==> config.mk <==
export PLATFORM = sky130hd
export DESIGN_NAME = pythag_mag_seq_flat
export DESIGN_NICKNAME = d
export VERILOG_FILES = /design/src/rtl/pythag_mag_seq_pkg.sv /design/src/rtl/pythag_mag_seq_if.sv /design/src/rtl/pythag_mag_seq_isqrt_step.sv /design/src/rtl/pythag_mag_seq.sv /design/src/flat_wrapper.sv
export SDC_FILE = /design/constraint.sdc
export NUM_CORES = 1
export LEC_CHECK = 0
export CAP_MARGIN = 10
export CORE_MARGIN = 2
export CORE_UTILIZATION = 40
export DETAILED_ROUTE_END_ITERATION = 12
export SETUP_SLACK_MARGIN = 0.02
export SYNTH_ARGS = -nofsm -noshare
export SYNTH_HDL_FRONTEND = slang
export SYNTH_SLANG_ARGS = --single-unit
==> constraint.sdc <==
create_clock -name clk -period 10.6 [get_ports clk]
set_input_delay 2.12 -clock clk [delete_from_list [all_inputs] [get_ports clk]]
set_output_delay 2.12 -clock clk [all_outputs]
set_load 0.02 [all_outputs]
==> src/rtl/pythag_mag_seq_pkg.sv <==
// pythag_pkg: shared types and width helpers for the pythag_mag_seq engine.
//   state_e        : FSM state encoding (ROUND is only reachable when the
//                    round-to-nearest feature is built in)
//   sum_w(W)       : width of x^2 + y^2            = 2W+1
//   res_w(W)       : width of the magnitude result = W+1
//   cnt_w(W)       : width of the bit-pair counter = $clog2(W+1)
package pythag_pkg;

  typedef enum logic [2:0] {
    IDLE,
    SQUARE,
    ROOT,
    ROUND,
    DONE
  } state_e;

  function automatic int sum_w(input int w);
    return 2 * w + 1;
  endfunction

  function automatic int res_w(input int w);
    return w + 1;
  endfunction

  function automatic int cnt_w(input int w);
    return $clog2(w + 1);
  endfunction

endpackage

==> src/rtl/pythag_mag_seq_if.sv <==
// pythag_mag_seq_if: operand/result handshake bundle for pythag_mag_seq.
//   in_valid/in_ready/x_in/y_in : operand pair handshake (producer -> engine)
//   out_valid/out_ready/mag_out : result handshake (engine -> consumer)
//   busy                        : engine is not in IDLE
// Modports: slave = engine side, master = producer/consumer side.
interface pythag_mag_seq_if #(
  parameter int W = 8
) ();

  logic         in_valid;
  logic         in_ready;
  logic [W-1:0] x_in;
  logic [W-1:0] y_in;
  logic         out_valid;
  logic         out_ready;
  logic [W:0]   mag_out;
  logic         busy;

  modport slave (
    input  in_valid, x_in, y_in, out_ready,
    output in_ready, out_valid, mag_out, busy
  );

  modport master (
    output in_valid, x_in, y_in, out_ready,
    input  in_ready, out_valid, mag_out, busy
  );

endinterface

==> src/rtl/pythag_mag_seq_isqrt_step.sv <==
// pythag_isqrt_step: one combinational restoring square-root iteration.
//   rem_i  : partial remainder (RW+2 bits)
//   root_i : partial root      (RW bits)
//   pair_i : next two radicand bits, MSB first
//   rem_o  : updated remainder
//   root_o : updated root (one new bit shifted in at the LSB)
module pythag_isqrt_step #(
  parameter int RW = 9
) (
  input  logic [RW+1:0] rem_i,
  input  logic [RW-1:0] root_i,
  input  logic [1:0]    pair_i,
  output logic [RW+1:0] rem_o,
  output logic [RW-1:0] root_o
);

  logic [RW+3:0] cand;
  logic [RW+3:0] trial_sub;
  logic          ge;

  always_comb begin
    cand      = {rem_i, pair_i};
    trial_sub = {1'b0, root_i, 2'b01};
    ge        = (cand >= trial_sub);
    // The remainder never exceeds 2*root, so truncating to RW+2 bits is exact.
    rem_o     = ge ? (RW+2)'(cand - trial_sub) : (RW+2)'(cand);
    root_o    = (RW)'({root_i, ge});
  end

endmodule

==> src/rtl/pythag_mag_seq.sv <==
// pythag_mag_seq: iterative Euclidean magnitude, mag = isqrt(x^2 + y^2).
//   clk   : system clock, rising edge
//   rst_n : asynchronous active-low reset
//   ena   : global enable; low freezes every register
//   bus   : pythag_mag_seq_if.slave (operand and result handshakes, busy)
// Optional build macro ROUND_NEAREST_EN: adds a ROUND state so the result is
// rounded to nearest instead of floor(sqrt); latency grows by one cycle.
module pythag_mag_seq
  import pythag_pkg::*;
#(
  parameter int W = 8
) (
  input  logic                    clk,
  input  logic                    rst_n,
  input  logic                    ena,
  pythag_mag_seq_if.slave         bus
);

  localparam int SW = sum_w(W);
  localparam int RW = res_w(W);
  localparam int CW = cnt_w(W);

  state_e         state_q;
  logic [W-1:0]   x_q;
  logic [W-1:0]   y_q;
  logic [SW-1:0]  sum_q;
  logic [RW+1:0]  rem_q;
  logic [RW+1:0]  rem_d;
  logic [RW-1:0]  root_q;
  logic [RW-1:0]  root_d;
  logic [RW-1:0]  mag_q;
  logic [CW-1:0]  cnt_q;
  logic           in_ready_q;
  logic           out_valid_q;
  logic           busy_q;
  logic [1:0]     pair;

  // Radicand is zero-extended to an even width so the top pair is {0, sum[2W]}.
  assign pair = 2'({1'b0, sum_q} >> {cnt_q, 1'b0});

  pythag_isqrt_step #(.RW(RW)) u_step (
    .rem_i  (rem_q),
    .root_i (root_q),
    .pair_i (pair),
    .rem_o  (rem_d),
    .root_o (root_d)
  );

  always_ff @(posedge clk or negedge rst_n) begin
    if (!rst_n) begin
      state_q     <= IDLE;
      x_q         <= '0;
      y_q         <= '0;
      sum_q       <= '0;
      rem_q       <= '0;
      root_q      <= '0;
      mag_q       <= '0;
      cnt_q       <= '0;
      in_ready_q  <= 1'b1;
      out_valid_q <= 1'b0;
      busy_q      <= 1'b0;
    end else if (ena) begin
      case (state_q)
        IDLE: begin
          if (bus.in_valid) begin
            x_q        <= bus.x_in;
            y_q        <= bus.y_in;
            in_ready_q <= 1'b0;
            busy_q     <= 1'b1;
            state_q    <= SQUARE;
          end
        end
        SQUARE: begin
          sum_q   <= SW'(x_q) * SW'(x_q) + SW'(y_q) * SW'(y_q);
          rem_q   <= '0;
          root_q  <= '0;
          cnt_q   <= CW'(W);
          state_q <= ROOT;
        end
        ROOT: begin
          rem_q  <= rem_d;
          root_q <= root_d;
          if (cnt_q == '0) begin
`ifdef ROUND_NEAREST_EN
            state_q     <= ROUND;
`else
            mag_q       <= root_d;
            out_valid_q <= 1'b1;
            state_q     <= DONE;
`endif
          end else begin
            cnt_q <= cnt_q - CW'(1);
          end
        end
`ifdef ROUND_NEAREST_EN
        ROUND: begin
          // sqrt(S) > root + 1/2  <=>  S - root^2 > root for integer S.
          mag_q       <= (rem_q > {2'b00, root_q}) ? root_q + RW'(1) : root_q;
          out_valid_q <= 1'b1;
          state_q     <= DONE;
        end
`endif
        DONE: begin
          if (bus.out_ready) begin
            out_valid_q <= 1'b0;
            in_ready_q  <= 1'b1;
            busy_q      <= 1'b0;
            state_q     <= IDLE;
          end
        end
        default: begin
          out_valid_q <= 1'b0;
          in_ready_q  <= 1'b1;
          busy_q      <= 1'b0;
          state_q     <= IDLE;
        end
      endcase
    end
  end

  assign bus.in_ready  = in_ready_q;
  assign bus.out_valid = out_valid_q;
  assign bus.mag_out   = mag_q;
  assign bus.busy      = busy_q;

endmodule

==> src/flat_wrapper.sv <==
// flat-port wrapper written by rule: the top's interface ports become plain ports
module pythag_mag_seq_flat import pythag_pkg::*;
#(
  parameter int W = 8
)
  (clk, rst_n, ena, bus_in_valid, bus_x_in, bus_y_in, bus_out_ready, bus_in_ready, bus_out_valid, bus_mag_out, bus_busy);
  pythag_mag_seq_if #(.W(W)) bus_i ();
  input  logic clk;
  input  logic rst_n;
  input  logic ena;
  input wire logic [$bits(bus_i.in_valid)-1:0] bus_in_valid;
  input wire logic [$bits(bus_i.x_in)-1:0] bus_x_in;
  input wire logic [$bits(bus_i.y_in)-1:0] bus_y_in;
  input wire logic [$bits(bus_i.out_ready)-1:0] bus_out_ready;
  output wire logic [$bits(bus_i.in_ready)-1:0] bus_in_ready;
  output wire logic [$bits(bus_i.out_valid)-1:0] bus_out_valid;
  output wire logic [$bits(bus_i.mag_out)-1:0] bus_mag_out;
  output wire logic [$bits(bus_i.busy)-1:0] bus_busy;
  assign bus_i.in_valid = bus_in_valid;
  assign bus_i.x_in = bus_x_in;
  assign bus_i.y_in = bus_y_in;
  assign bus_i.out_ready = bus_out_ready;
  assign bus_in_ready = bus_i.in_ready;
  assign bus_out_valid = bus_i.out_valid;
  assign bus_mag_out = bus_i.mag_out;
  assign bus_busy = bus_i.busy;
  pythag_mag_seq #(.W(W)) u_core (.clk(clk), .rst_n(rst_n), .ena(ena), .bus(bus_i));
endmodule
==> results of run 1 <==
## layout make-up
type	count	share of cell area
Sequential cell	72	0.2276
Tap cell	225	0.03554
Timing Repair Buffer	36	0.04391
Inverter	117	0.05544
Multi-Input combinational cell	522	0.5958
Clock buffer	9	0.02843
Clock inverter	7	0.01327
## how the worst max path moves through the flow
| stage | start | to | depth (start not counted) |
|---|---|---|---|
| after CTS | u_core.y_q[2] | u_core.sum_q[16] | 17 |
| after floorplan | u_core.y_q[2] | u_core.sum_q[15] | 18 |
| after detailed placement | u_core.x_q[2] | u_core.sum_q[15] | 19 |
| after global placement | u_core.y_q[2] | u_core.sum_q[16] | 17 |
| after global routing | u_core.x_q[2] | u_core.sum_q[15] | 19 |
| final | u_core.x_q[2] | u_core.sum_q[15] | 19 |
## stage by stage
| step | worst slack, ns | hold WS, ns |
|---|---|---|
| final | 4.866 | 0.4802 |
| after global routing | 4.498 | 0.5004 |
| after CTS | 4.832 | 0.4852 |
| after detailed placement | 4.873 | 0.4708 |
| after global placement | 4.923 | 0.4595 |
| after floorplan | 5.096 | 0.4498 |
## per-layer routing
layer,up-vias,global-route usage
met1,2443,0.2397
met4,0,0.05498
met5,-,0
li1,2451,-
met2,67,0.2836
met3,17,0.02649
## layout by cell type (no fill, tap or decap), types with 16 or more instances in the layout
| cell type | n |
|---|---|
| fa_1 | 76 |
| ha_1 | 65 |
| dfrtp_1 | 71 |
| nand2_1 | 96 |
| inv_1 | 117 |
| and2_1 | 33 |
| clkdlybuf4s50_1 | 31 |
| o21ai_0 | 50 |
| nor2_1 | 30 |
| a21oi_1 | 16 |
## worst min-delay path, stage by stage (launching register included)
cell,delay [ns]
dfrtp_1,0.34
nand2_1,0.05
o21ai_0,0.06
## flip-flops by register name (all words and copies together) (netlist names)
name                  flops
u_core.bus.out_valid      1
u_core.rem_q             11
u_core.y_q                8
u_core.root_q             9
u_core.bus.mag_out        9
u_core.x_q                8
u_core.bus.busy           1
u_core.bus.in_ready       1
u_core.cnt_q              4
u_core.state_q            3
u_core.sum_q             17
## logic make-up after synthesis
logic type,Yosys count,synth area share
xor+xnor,25,0.03083
compound gates,115,0.1050
fa+ha+maj,141,0.3288
mux,27,0.05356
simple gates,214,0.1457
buf+inv,143,0.08228
flops,72,0.2539
==> impl_results.md, run 1 <==
* Hold buffer count at cts at 0
* Routed vias/inst at 5.038
* Clk slew on worst S/H paths at 0.06 ns
* Fin crit period at 5.734 ns
* Delay-heaviest family, CP: adder cells
* Worst r2r src: u_core.x_q[2]
* Placed cells at 972
* Synth top area cells: dfrtp_1 25%, fa_1 21%, ha_1 11%
* Port Buf Inserts at 32
* TritonCTS Buffers at 9
* Clock sinks at 72
* Setup crit end kind: flop
* Post-layout util at 0.4564
* # DRC at 0
* I/O pin total at 33
* Final slew viol count at 0
* Clock Latency Late Sink at 0.35 ns
* Hold depth at 2
* Gr usage total at 0.1743
* Worst Path Buf+Inv at 4
* First-pass GRT wire length at 25310 um
* Critical Path Most Common Cell: fa_1
* Ys flop type: dfrtp_1
* Slew Limit Headroom at 0.3165
* Slowest cell on the critical path: fa_1
* Mapped Area at 7102 um^2
* CTS tree: done
* Met3 Routed Length at 380 um
* Startpoint types: flop
* Area taken by flip-flops and latches at 1803 um^2
* Gpl congestion at 0.8212
* CP peak stage delay at 0.54 ns
* Max-Cap Viols at 0
* Fin area at 7921 um^2
* Synth cell count leaders: 117 x inv_1, 96 x nand2_1, 76 x fa_1, 71 x dfrtp_1, 65 x ha_1
* Via Count at 4978
* Setup TNS at 0 ns
* RSZ-0062 raised after global routing: no
* Top-count cell post-synth: inv_1
* Area Growth Syn to Fin at 11.54%
* Worst Path Required at 10.78 ns
* # Post-CTS Setup Buffers at 0
* Mapped Nets at 899
* Sequential cell area fraction in the yosys report at 0.2539
* CP max FO at 9
* Clock Tree Buf Depth at 2
* ANT nets after route at 0
* Worst reg2reg setup slack at 4.87 ns
* Yosys top cell by area: dfrtp_1
* Synth Instances at 737
* Setup violators final at 0
* Largest net degree at the start of global routing at 73
* Number of flops mapped to enable cells by yosys at 0
* Wire length on met2 at 6915 um
* Initial core utilization at 0.4092
* Nets at 920
* Fill count at 1675
* DRT Pass-1 Iters at 4
* Critical path arrival at 5.92 ns
* Synth async-reset ratio at 1.000
* Multi-input logic area at 4720 um^2
* Syn avg cell area at 9.636 um^2
* Hold WC Path Type: reg -> reg
* Dpl cell area at 7591 um^2
* Synth cell types at 64
* H-tree depth at 3
* # diodes at 0
* CP Class: reg -> reg
* Wire per inst at 14.61 um
* DIE HEIGHT at 137.2 um
* R2R depth at 19
* Status: finished clean
* Routed WL at 14440 um
* Number of DRC markers in iteration 0 at 233
* CTS-repair resized insts at 0
* Worst slew pin tran at 1.012 ns
* Hold path start: u_core.root_q[1]
* Die area at 18840 um^2
* Clk root buf: clkbuf_16
* Die Wd at 137.2 um
* Top-area cell type share of the netlist area at 0.2502
* Vias in the first global route at 5029
* GRT overflow at 0
* Flops & latches, synth at 72
* DPL Wire Length at 11390 um
* Final hold vios at 0
* Crit-path cells: and2_1 > fa_1 > inv_1 > fa_1 > inv_1 > fa_1 > fa_1 > fa_1 > inv_1 > fa_1 > inv_1 > ha_1 > o21a_1 > o21a_1 > and3_1 > a211oi_1 > a21oi_1 > xnor2_1 > o21ai_0
* Share of post-route cells with drive strength above 1 at 0.06160
* Rows at 48
* Fmax achieved at 174.4 MHz
* Top routing layer in use: met4
* Core area at 17360 um^2
* Worst Skew at 0.01086 ns
* Warnings, synthesis at 0
* Hold-critical path endpoint: u_core.root_q[1]
* Non-Filler Instances at 988
* Initial antenna violation count at 0
* M1 WL at 6866 um
* Final clock period utilization by the worst path at 0.5409
* FF-to-FF End: u_core.sum_q[15]
Power of run 1 is not shown: default switching activity piles up to over one toggle a cycle in this logic, so the estimate is an artifact.
==> inputs of run 2 (changes only) <==
- clock period: 10.6 -> 6 ns (I/O delays scaled with it)
==> run 2 against run 1 <==
Net effect: fmax up 1.9%; wire length up 1.1%; non-clock buffer count up 7; clock skew up 0.0059 ns; flip-flop and latch count unchanged; critical path type unchanged; count of clock-buffer cells in the layout unchanged; final area up 0.46%; first-iteration DRC count down 9.0%; worst setup slack worse by 4.5 ns; core utilization up 0.21 points; register-to-register slack worse by 4.5 ns.
==> impl_results.md, run 2 (same netlist as run 1, synthesis figures left out) <==
* Die area at 18840 um^2
* Slew Limit Headroom at 0.3160
* Die Wd at 137.2 um
* # DRC at 0
* Area Growth Syn to Fin at 12.05%
* CP Class: reg -> reg
* CTS tree: done
* Clock Latency Late Sink at 0.35 ns
* DPL Wire Length at 11440 um
* Vias in the first global route at 5168
* # diodes at 0
* Critical path arrival at 5.85 ns
* Initial antenna violation count at 0
* I/O pin total at 33
* Commonest non-fill, non-tap cell in the layout: inv_1
* Fill count at 1688
* Crit-path cells: nand2_1 > fa_1 > fa_1 > inv_1 > fa_1 > fa_1 > fa_1 > inv_1 > fa_1 > inv_1 > ha_1 > a21oi_1 > o22ai_1 > nand2b_1 > a31oi_2 > o21ai_0 > o2111ai_1 > o211ai_1
* Gr usage total at 0.1732
* Most flops, register: u_core.sum_q
* GRT overflow at 0
* H-tree depth at 3
* First-pass GRT wire length at 25510 um
* Gpl congestion at 0.8239
* Setup violators final at 0
* Met1 usage at 0.2361
* Number of DRC markers in iteration 0 at 212
* Port Buf Inserts at 32
* Met2 usage at 0.2828
* GRT Max-Usage Layer: met2
* Most frequent cells in the layout: 117 x inv_1, 96 x nand2_1, 76 x fa_1, 70 x dfrtp_1, 65 x ha_1
* CP peak stage delay at 0.55 ns
* Final clock period utilization by the worst path at 0.9377
* Fmax achieved at 177.7 MHz
* Status: finished clean
* Clock sinks at 72
* Routed vias/inst at 5.004
* DIE HEIGHT at 137.2 um
* Slowest cell on the critical path: fa_1
* Core area at 17360 um^2
* Clock Tree Buf Depth at 2
* Rows at 48
* Delay-heaviest family, CP: adder cells
* Startpoint types: flop
* Max reg flops at 17
* Final hold vios at 0
* Wire per inst at 14.66 um
* Max-Cap Viols at 0
* DRT Pass-1 Iters at 4
* ANT nets after route at 0
* Top Registers: u_core.sum_q: 17 flops, u_core.rem_q: 11 flops
* Nets at 927
* Fin crit period at 5.626 ns
* M3 GR Usage at 0.03569
* Routed WL at 14590 um
* CP max FO at 10
* CTS-repair resized insts at 0
* Area taken by flip-flops and latches at 1804 um^2
* Multi-input logic area at 4731 um^2
* Worst Skew at 0.01680 ns
* Clk root buf: clkbuf_16
* Setup crit end kind: flop
* Worst slew pin tran at 1.013 ns
* Initial core utilization at 0.4092
* Via Count at 4979
* TritonCTS Buffers at 9
* # Post-CTS Setup Buffers at 0
* Worst Path Required at 6.22 ns
* Final slew viol count at 0
* RSZ-0062 raised after global routing: no
* Hold buffer count at cts at 0
* Share of post-route cells with drive strength above 1 at 0.07403
* Largest net degree at the start of global routing at 73
* Critical Path Most Common Cell: fa_1
* Setup TNS at 0 ns
* Hold WC Path Type: reg -> reg
* Clk slew on worst S/H paths at 0.06 ns
* Worst Path Buf+Inv at 3
-- run 2: cell types whose count changed in the layout (fill, tap and decap cells not counted), sizes merged --
cell / delta
clkinv: -2
clkinvlp: +1
buf: +7
inv: +2
bufinv: -1
-- run 2: layout make-up --
class,instances,area share
Multi-Input combinational cell,522,0.5945
Inverter,117,0.05519
Tap cell,225,0.03538
Clock inverter,7,0.009591
Timing Repair Buffer,43,0.05031
Clock buffer,9,0.02830
Sequential cell,72,0.2267
-- run 2: stage by stage --
step | hold WS (ns) | util | instance area (um^2) | std cells | worst slack [ns]
after global placement | 0.4598 | 0.4404 | 7644 | 979 | 0.3611
after CTS | 0.4838 | 0.4578 | 7945 | 995 | 0.2730
after global routing | 0.5024 | 0.4585 | 7958 | 995 | 0.07470
after floorplan | 0.4498 | - | 7102 | 737 | 0.4959
after detailed placement | 0.4689 | 0.4404 | 7644 | 979 | 0.2900
final | 0.4762 | 0.4585 | 7958 | 995 | 0.3737
-- run 2: worst paths after layout --
kind	start	end	slack [ns]	cells after the start
setup / recovery	u_core.x_q[6]	u_core.sum_q[16]	0.37	18
hold / removal	u_core.bus.mag_out[2]	u_core.bus.mag_out[2]	0.48	2
setup reg to reg	u_core.x_q[6]	u_core.sum_q[16]	0.37	18
hold reg to reg	u_core.bus.mag_out[2]	u_core.bus.mag_out[2]	0.48	2
max in group asynchronous	rst_n	u_core.y_q[6]	4.33	1
min in group asynchronous	rst_n	u_core.bus.out_valid	0.99	1
-- run 2: routing by layer --
layer  up-vias  share of wire
met4         0          0.013
met5         -              0
met3        12          0.037
met2        76           0.47
li1       2459              -
met1      2432           0.48
-- run 2: worst register-to-register path, delay by kind of cell, from the launching register on --
family | cells | cell delay [ns]
AND/OR/NAND/NOR | 2 | 0.39
adder cells (fa/ha/maj) | 7 | 3.44
flip-flops | 1 | 0.51
AO/OA/AOI/OAI | 6 | 1.03
buffers and inverters | 3 | 0.15
Power of run 2 is left out for the same reason.
==> inputs of run 3 (changes only) <==
- CORE_MARGIN: 2 -> 1
==> run 3 against run 2 <==
Net effect: register-to-register slack lost 0.04 ns; non-clock buffer count shrank 5; critical path type unchanged; sequential share of layout area grew 0.17 points; critical endpoint unchanged; die area shrank 2.9%.
==> impl_results.md, run 3 (same netlist as run 1, synthesis figures left out) <==
* CP Depth at 17
* Routed vias/inst at 5.122
* Clock sinks at 72
* Clk slew on worst S/H paths at 0.06 ns
* Worst Path Required at 6.21 ns
* Critical Path Most Common Cell: fa_1
* Setup crit end kind: flop
* Delay-heaviest family, CP: adder cells
* Multi-input logic area at 4731 um^2
* Worst reg2reg setup slack at 0.33 ns
* Top Registers: u_core.sum_q: 17 flops, u_core.rem_q: 11 flops
* H-tree depth at 3
* Clk root buf: clkbuf_16
* Final slew viol count at 0
* Final hold vios at 0
* Die Wd at 135.2 um
* Largest net degree at the start of global routing at 73
* Gpl congestion at 0.8208
* Final hold slack at 0.4780 ns
* Worst Path Buf+Inv at 3
* Most flops, register: u_core.sum_q
* Clock Tree Buf Depth at 2
* Worst slew pin tran at 1.014 ns
* Most frequent cells in the layout: 117 x inv_1, 96 x nand2_1, 76 x fa_1, 66 x dfrtp_1, 65 x ha_1
* DIE HEIGHT at 135.2 um
* Hold WC Path Type: reg -> reg
* Setup violators final at 0
* Initial core utilization at 0.4106
* Slew Limit Headroom at 0.3152
* Setup TNS at 0 ns
* Crit-path cells: and2_1 > fa_1 > fa_1 > fa_1 > fa_1 > fa_1 > inv_1 > fa_1 > inv_1 > ha_1 > inv_1 > o22ai_1 > nand2b_1 > a31oi_2 > o21ai_0 > o2111ai_1 > o211ai_1
* CP peak stage delay at 0.57 ns
* Slowest cell on the critical path: dfrtp_1
* Area taken by flip-flops and latches at 1809 um^2
* GRT overflow at 0
* # Post-CTS Setup Buffers at 0
* I/O pin total at 33
* Share of post-route cells with drive strength above 1 at 0.07190
* Max-Cap Viols at 0
* Nets at 922
* # DRC at 0
* Critical path arrival at 5.88 ns
* Final clock period utilization by the worst path at 0.9447
* Fmax achieved at 176.4 MHz
* RSZ-0062 raised after global routing: yes
* Wire per inst at 15.13 um
* CTS tree: done
* CP max FO at 10
* Clock Latency Late Sink at 0.34 ns
* Worst Skew at 0.01117 ns
* R2R depth at 17
* Initial antenna violation count at 0
* Via Count at 5071
* Die area at 18290 um^2
* Commonest non-fill, non-tap cell in the layout: inv_1
* Max reg flops at 17
* Port Buf Inserts at 32
* DRT Pass-1 Iters at 4
* First-pass GRT wire length at 25960 um
* TritonCTS Buffers at 9
* Routed WL at 14980 um
* Number of DRC markers in iteration 0 at 196
* Fill count at 1692
* Hold depth at 2
* Gr usage total at 0.1825
* ANT nets after route at 0
* Vias in the first global route at 5373
* Startpoint types: flop
* # diodes at 0
* Fin crit period at 5.668 ns
* Rows at 48
* Status: finished clean
* CP Class: reg -> reg
* DPL Wire Length at 11900 um
* Area Growth Syn to Fin at 11.52%
* Core area at 17300 um^2
## run 3: cell count changes in the layout (fill, tap and decap cells not counted), sizes merged
cell	delta
clkbuf	+1
inv	-2
buf	-5
clkinv	+1
## run 3: cell type report
class | instances | share of cell area
inverters | 117 | 0.05545
clock inverters | 6 | 0.008531
well taps | 225 | 0.03555
multi-input cells | 522 | 0.5973
repair buffers | 38 | 0.04581
clock buffers | 10 | 0.02891
flip-flops and latches | 72 | 0.2284
## run 3: per-stage QoR
step / util / instance area, um^2 / cells / setup WS [ns]
after floorplan: - / 7102 / 737 / 0.4959
after global placement: 0.4397 / 7606 / 974 / 0.2912
after detailed placement: 0.4397 / 7606 / 974 / 0.2505
after CTS: 0.4569 / 7903 / 990 / 0.1962
after global routing: 0.4579 / 7920 / 990 / 0.005466
final: 0.4579 / 7920 / 990 / 0.3320
## run 3: repair_timing
item / CTS / global route
hold buffers: 0 / 0
hold endpoints to repair: 0 / 0
setup endpoints to repair: 0 / 4
resized for setup: 0 / 7
## run 3: worst register-to-register path: cells and delay by family, from the launching register on
kind	cells	cell delay, ns
buffers and inverters	3	0.23
adders and majority gates	7	3.35
and+or+nand+nor	2	0.49
AOI/OAI and AO/OA	5	0.89
DFF	1	0.57
## run 3: final timing paths
| check | startpoint | endpoint |
|---|---|---|
| worst max-delay path | u_core.y_q[0] | u_core.sum_q[16] |
| worst min-delay path | u_core.root_q[3] | u_core.root_q[3] |
| worst max register to register | u_core.y_q[0] | u_core.sum_q[16] |
| worst min register to register | u_core.root_q[3] | u_core.root_q[3] |
| max in group asynchronous | rst_n | u_core.x_q[6] |
| min in group asynchronous | rst_n | u_core.bus.busy |
## run 3: layer usage
| layer | wire, um | vias up | part of all wire | track usage |
|---|---|---|---|---|
| met3 | 364 | 16 | 0.024 | 0.02319 |
| met4 | 272 | 0 | 0.018 | 0.06180 |
| met5 | 0 | - | 0 | 0 |
| li1 | - | 2452 | - | - |
| met2 | 7809 | 73 | 0.52 | 0.3274 |
| met1 | 6528 | 2530 | 0.44 | 0.2248 |
Power of run 3 is left out for the same reason.
